## config.mk

```make
export PLATFORM = sky130hd
export DESIGN_NAME = seg7_mmio_flat
export DESIGN_NICKNAME = d
export VERILOG_FILES = /design/src/rtl/seg7_mmio_if.sv /design/src/rtl/seg7_mmio.sv /design/src/flat_wrapper.sv
export SDC_FILE = /design/constraint.sdc
export NUM_CORES = 1
export LEC_CHECK = 0
export ABC_AREA = 0
export BUFFER_PORTS_ARGS = -buffer_cell sky130_fd_sc_hd__buf_2
export CELL_PAD_IN_SITES_DETAIL_PLACEMENT = 2
export CELL_PAD_IN_SITES_GLOBAL_PLACEMENT = 2
export CORE_ASPECT_RATIO = 0.7
export CORE_MARGIN = 2
export CORE_UTILIZATION = 35
export CTS_CLUSTER_SIZE = 40
export DETAILED_ROUTE_END_ITERATION = 10
export PLACE_DENSITY_LB_ADDON = 0.1
export SLEW_MARGIN = 20
export SYNTH_ARGS = -nofsm -noshare
export SYNTH_HDL_FRONTEND = slang
export SYNTH_SLANG_ARGS = --single-unit
export TNS_END_PERCENT = 100
```

## constraint.sdc

```tcl
create_clock -name clk -period 2.1 [get_ports clk]
set_clock_uncertainty 0.2 [all_clocks]
set_input_delay 0.105 -clock clk [delete_from_list [all_inputs] [get_ports clk]]
set_output_delay 0.105 -clock clk [all_outputs]
set_load 0.02 [all_outputs]
```

## src/rtl/seg7_mmio_if.sv

```systemverilog
// Request/response bus between the SoC peripheral interconnect and the
// seg7_mmio register front-end: single-beat requests, one response each.
interface seg7_mmio_if #(
    parameter int ADDR_W = 4
);
    logic              req_valid;
    logic              req_ready;
    logic              req_we;
    logic [ADDR_W-1:0] req_addr;
    logic [31:0]       req_wdata;
    logic [3:0]        req_wstrb;
    logic              resp_valid;
    logic              resp_ready;
    logic [31:0]       resp_rdata;

    modport master (
        output req_valid, req_we, req_addr, req_wdata, req_wstrb, resp_ready,
        input  req_ready, resp_valid, resp_rdata
    );

    modport slave (
        input  req_valid, req_we, req_addr, req_wdata, req_wstrb, resp_ready,
        output req_ready, resp_valid, resp_rdata
    );
endinterface

```

## src/rtl/seg7_mmio.sv

```systemverilog
// Register front-end for the 7-segment display: DATA/CTRL registers, freeze
// staging and a two-state request/response FSM. SEG7_MMIO_INC_EN adds INC at 0x8.
module seg7_mmio #(
    parameter int NR_DIGIT = 8,
    parameter int ADDR_W   = 4
) (
    input  logic                  clk,
    input  logic                  rst_n,
    seg7_mmio_if.slave            bus,
    output logic [4*NR_DIGIT-1:0] disp_data
);
    localparam int DISP_W = 4 * NR_DIGIT;
    localparam int WORD_W = ADDR_W - 2;

    typedef enum logic {
        IDLE,
        RESP
    } state_t;

    state_t              state, state_nxt;
    logic [31:0]         shadow, shadow_nxt;
    logic [DISP_W-1:0]   shown, shown_nxt;
    logic                freeze, freeze_nxt;
    logic [31:0]         rdata, rdata_nxt;
    logic [WORD_W-1:0]   word;
    logic                accept;
    logic                unused_addr;

    assign word        = bus.req_addr[ADDR_W-1:2];
    assign unused_addr = ^bus.req_addr[1:0];
    assign accept      = (state == IDLE) && bus.req_valid;

    always_comb begin
        // NOTE: every output gets a default first so no path infers a latch.
        state_nxt = state;
        case (state)
            IDLE:    if (bus.req_valid)  state_nxt = RESP;
            RESP:    if (bus.resp_ready) state_nxt = IDLE;
            default: state_nxt = IDLE;
        endcase
    end

    always_comb begin
        shadow_nxt = shadow;
        freeze_nxt = freeze;
        rdata_nxt  = rdata;
        if (accept) begin
            rdata_nxt = '0;
            if (word == WORD_W'(0)) begin
                if (bus.req_we) begin
                    for (int k = 0; k < 4; k++)
                        if (bus.req_wstrb[k]) shadow_nxt[8*k +: 8] = bus.req_wdata[8*k +: 8];
                end else begin
                    rdata_nxt = shadow;
                end
            end else if (word == WORD_W'(1)) begin
                if (bus.req_we) freeze_nxt = bus.req_wdata[0];
                else            rdata_nxt  = {31'd0, freeze};
            end
`ifdef SEG7_MMIO_INC_EN
            else if (word == WORD_W'(2)) begin
                if (bus.req_we) shadow_nxt = shadow + bus.req_wdata;
            end
`endif
        end
        // Unfrozen after this edge means shown tracks shadow; this also covers
        // the 1->0 release copy, while a 0->1 transition leaves shown alone.
        shown_nxt = shown;
        if (!freeze_nxt) shown_nxt = shadow_nxt[DISP_W-1:0];
    end

    // NOTE: sequential state uses non-blocking assignments only.
    always_ff @(posedge clk or negedge rst_n) begin
        if (!rst_n) begin
            state  <= IDLE;
            shadow <= '0;
            shown  <= '0;
            freeze <= 1'b0;
            rdata  <= '0;
        end else begin
            state  <= state_nxt;
            shadow <= shadow_nxt;
            shown  <= shown_nxt;
            freeze <= freeze_nxt;
            rdata  <= rdata_nxt;
        end
    end

    assign bus.req_ready  = (state == IDLE);
    assign bus.resp_valid = (state == RESP);
    assign bus.resp_rdata = rdata;
    assign disp_data      = shown;
endmodule

```

## src/flat_wrapper.sv

```systemverilog
// flat-port wrapper written by rule: the top's interface ports become plain ports
module seg7_mmio_flat 
#(
    parameter int NR_DIGIT = 8,
    parameter int ADDR_W   = 4
)
  (clk, rst_n, disp_data, bus_req_valid, bus_req_we, bus_req_addr, bus_req_wdata, bus_req_wstrb, bus_resp_ready, bus_req_ready, bus_resp_valid, bus_resp_rdata);
  seg7_mmio_if #(.ADDR_W(ADDR_W)) bus_i ();
  input  logic clk;
  input  logic rst_n;
  output logic [4*NR_DIGIT-1:0] disp_data;
  input wire logic [$bits(bus_i.req_valid)-1:0] bus_req_valid;
  input wire logic [$bits(bus_i.req_we)-1:0] bus_req_we;
  input wire logic [$bits(bus_i.req_addr)-1:0] bus_req_addr;
  input wire logic [$bits(bus_i.req_wdata)-1:0] bus_req_wdata;
  input wire logic [$bits(bus_i.req_wstrb)-1:0] bus_req_wstrb;
  input wire logic [$bits(bus_i.resp_ready)-1:0] bus_resp_ready;
  output wire logic [$bits(bus_i.req_ready)-1:0] bus_req_ready;
  output wire logic [$bits(bus_i.resp_valid)-1:0] bus_resp_valid;
  output wire logic [$bits(bus_i.resp_rdata)-1:0] bus_resp_rdata;
  assign bus_i.req_valid = bus_req_valid;
  assign bus_i.req_we = bus_req_we;
  assign bus_i.req_addr = bus_req_addr;
  assign bus_i.req_wdata = bus_req_wdata;
  assign bus_i.req_wstrb = bus_req_wstrb;
  assign bus_i.resp_ready = bus_resp_ready;
  assign bus_req_ready = bus_i.req_ready;
  assign bus_resp_valid = bus_i.resp_valid;
  assign bus_resp_rdata = bus_i.resp_rdata;
  seg7_mmio #(.NR_DIGIT(NR_DIGIT), .ADDR_W(ADDR_W)) u_core (.clk(clk), .rst_n(rst_n), .bus(bus_i), .disp_data(disp_data));
endmodule
```

# Word-level counts from Yosys, hierarchy flattened
# Cells that the tools add are included.
# totals
ff_bits	98
elab_cells	27
out_inout_bits	66
in_bits	45
# classes
reduce_logical	2
eq_ne	1
n_mux	18
bitwise_logic	1
# op_table
cell	count
32-bit 2-to-1 mux	6
8-bit 2-to-1 mux	4
1-bit 2-to-1 mux	7
2-bit by 1-bit equality test with 1-bit output (second input constant)	1
2-bit zero test	1
1-bit one-hot mux with 2 select lines	1
1-bit logical AND	1
1-bit NOT	1

# Longest topological paths before layout
# logic_depth
depth_word	4
ltp_mapped	5

# Least setup slack after synthesis
# No wires, ideal clock.
# synth_timing
kind	register to register
startpoint	register u_core.state, in the netlist u_core.bus.resp_valid
endpoint	register u_core.shown[0], in the netlist u_core.disp_data[0]
setup_slack_ns	0.104
t_required_ns	1.775
setup_ns	0.125
arrival_time_ns	1.671
stages_incl_launch_ff	6
path_cell_list	dfrtp_1 nor3b_1 and3_1 buf_2 mux2_2 mux2_2
# synth_between
elab_chain_len	3
elab_cells_between_ends	4
classes_between	mux: 2; bitwise: 1; reduce/logical: 1
# synth_rtl
item	line_no	rtl
start: declaration	seg7_mmio.sv:20	state_t state, state_nxt;
start signal: assignment	seg7_mmio.sv:81	state <= state_nxt;
1-bit NOT	seg7_mmio.sv:31	assign accept = (state == IDLE) && bus.req_valid;
1-bit logical AND	seg7_mmio.sv:31	
32-bit 2-to-1 mux	seg7_mmio.sv:47	if (accept) begin
net u_core.shadow_nxt[0]	seg7_mmio.sv:21	logic [31:0] shadow, shadow_nxt;
end signal: assignment	seg7_mmio.sv:83	shown <= shown_nxt;
end: declaration	seg7_mmio.sv:22	logic [DISP_W-1:0] shown, shown_nxt;
# The timed path passes the listed nets, and every way through them passes these cells.
# A chain may end at the register's enable or synchronous reset.

# Worst setup path in the final report
# layout_timing
startpoint	input port bus_req_we
endpoint	register u_core.shown[15], in the netlist u_core.disp_data[15]
# layout_between
elab_chain_len	4
elab_cells_between_ends	7
classes_between	mux: 7
# layout_rtl
item	line_no	rtl
start: declaration	flat_wrapper.sv:13	input wire logic [$bits(bus_i.req_we)-1:0] bus_req_we;
1-bit 2-to-1 mux	seg7_mmio.sv:57	if (bus.req_we) freeze_nxt = bus.req_wdata[0];
1-bit 2-to-1 mux	seg7_mmio.sv:56	end else if (word == WORD_W'(1)) begin
1-bit 2-to-1 mux	seg7_mmio.sv:49	if (word == WORD_W'(0)) begin
1-bit 2-to-1 mux	seg7_mmio.sv:47	
# Several ways; a longest one is shown, not always the timed one.

==> reports/qor.yml <==
antenna_found_initial: 0
tightestPinTransition_ns: 0.459
syn-instance-count: 222
yosysSeqAreaShare_pct: 67.4
postSynthAreaPerCell_um2: 16.4
tritoncts: "built"
run_status: "completed"
place_area_mm2: 0.00446
drive_above_1_share_pct: 54.1
critPathMaxStageDelay_ns: 0.54
numPortBuffers: 108
final_nets: 428
vias_per_cell: 4.81
yosys.cell_types.count: 17
routabilityCongestion: 0.724
row_count: 31
grt_max_degree: 35
cts_buffers: 9
cts_root_buffer: "clkbuf_16"
worstPathArrival_ns: 2.06
synth_nets: 267
synth-seq-cells: 98
required_ns: 2.13
critical_path_class: "primary input to flop"
wl_um: 9630
cap_violations: 0
via_count: 2499
cp_num_buf_inv: 3
fillers: 994
antenna_cells: 0
final_util_pct: 50.6
synthArstFlopShare_pct: 100
layout_common_cells: "buf_2, dfrtp_1, mux2_2, dlygate4sd3_1, a22o_1"
worst_path_max_delay_cell: "dlygate4sd3_1"
synth_edf_count: 0
pin_count: 111
hold_viol_final: 0
max_freq_mhz: 493
p_leak_nw: 2.64
start_util_pct: 35.5
die_h_um: 89.3
endpoint_kind: "flop"
period_minus_slack_ns: 2.03
hp-class: "primary input to async pin"
p_per_area_mw_per_mm2: 1170
whs_ns: 0.0577
grt_pass1_wl_um: 15300
cts_buffer_depth: 2
area_delta_synth_final_pct: 42.4
grt_use_total_pct: 18.1
overflow: 0
core_mm2: 0.0102
final_area_mm2: 0.00518
routedWlPerCell_um: 18.5
drt-initial-drc-count: 63
dieArea_mm2: 0.0112
crit_path_start_kind: "primary input"
dr.pass1.iters: 4
fin_crit_sh_pct: 96.7
synth_flop_cell: "dfrtp_1"
ant_nets: 0
path_max_fanout: 20
irDropWorstVdd_mv: 0.526
mostFrequentLayoutCell: "buf_2"
cp_top_family: "buffers and inverters"
ys_warn_count: 0
clk_pin_slew_ns: 0.07
synth_area_mm2: 0.00364
maxSlewViolCount: 0
remaining_drc_errors: 0
dieWidth_um: 126
dp_hpwl_um: 6550
h-tree-depth: 3
crit_chain: "dlygate4sd3_1 -> buf_2 -> nor2b_4 -> nand4_1 -> mux2i_4 -> buf_12 -> mux2_2"
final-setup-viol-count: 0
grt_pass1_vias: 2759
slew_headroom_pct: 69.4
clock_sinks: 98
clk_latency_ns: 0.34
[worst paths after layout]
check,endpoint,slack [ns],cells after the start,from
setup / recovery,u_core.disp_data[15],0.07,7,bus_req_we
hold / removal,u_core.bus.resp_rdata[6],0.06,2,rst_n
setup reg to reg,u_core.disp_data[29],0.08,6,u_core.bus.resp_valid
hold reg to reg,u_core.bus.resp_rdata[0],0.28,2,u_core.bus.resp_rdata[0]
max in group asynchronous,u_core.disp_data[17],0.98,3,rst_n
min in group clk,u_core.shadow[13],0.14,4,bus_req_wstrb[1]
[power breakdown]
part	total (mW)	leakage [nW]	switching [mW]	internal [mW]
clock	1.78	0.149	0.702	1.08
sequential	2.62	1.28	0.248	2.37
combinational	1.68	1.21	0.918	0.766
total	6.08	2.64	1.87	4.21
[through the flow]
step	setup slack, ns	instances	power, mW	setup TNS, ns
6_report	0.0696	520	6.08	0
5_1_grt	-0.00476	520	6.42	-0.00476
4_1_cts	0.0149	519	6.16	0
3_5_place_dp	-0.0195	466	4.31	-0.0526
3_3_place_gp	0.0823	466	4.23	0
2_1_floorplan	0.104	222	3.65	0
[routing by layer]
layer | routed length, um | part of all wire, % | global-route usage [%] | vias to the layer above
met4 | 122 | 1.3 | 6.29 | 0
met1 | 4210 | 44 | 22.7 | 1290
met3 | 572 | 5.9 | 5.69 | 12
li1 | - | - | - | 1132
met5 | 0 | 0 | 0 | -
met2 | 4720 | 49 | 30.3 | 65
[repair_timing]
action                                 CTS  global route
endpoints found under the hold margin  164             0
setup buffers                            0             1
gates resized for setup                  1             3
setup endpoints to repair               18            32
hold buffers                            37             0
[kinds of logic after synthesis]
| logic type | Yosys count | share of synthesized area (%) |
|---|---|---|
| compound gates | 33 | 7.84 |
| buf+inv | 15 | 2.41 |
| flops | 98 | 67.4 |
| mux | 66 | 20.7 |
| simple gates | 10 | 1.68 |
[synthesized netlist by cell type (2+ instances only)]
cell,number,area [um^2]
nand2_1,2,7.51
clkbuf_1,3,11.3
inv_1,2,7.51
a22o_1,31,272
and3_1,4,25.0
mux2_2,64,721
buf_2,7,35.0
buf_6,3,33.8
dfrtp_1,98,2450
[layout make-up]
cell class	instances	area [um^2]	area share (%)
Tap cell	132	165	3.19
Sequential cell	98	2450	47.3
Inverter	2	7.51	0.145
Clock inverter	4	75.1	1.45
Multi-Input combinational cell	109	1130	21.7
Timing Repair Buffer	163	1110	21.4
Clock buffer	12	246	4.76
[sequential cells by signal (all words and copies together), names as in the netlist]
| name | cells |
|---|---|
| u_core.disp_data | 32 |
| u_core.shadow | 32 |
| u_core.bus.resp_valid | 1 |
| u_core.freeze | 1 |
| u_core.bus.resp_rdata | 32 |
[worst reg2reg max path: stages, from the launching register on]
cell	delay, ns
dfrtp_1	0.42
nor3b_2	0.19
buf_4	0.15
and3_4	0.19
buf_4	0.15
mux2_2	0.35
mux2_2	0.27
No activity file was read; power rests on OpenSTA's default activity.
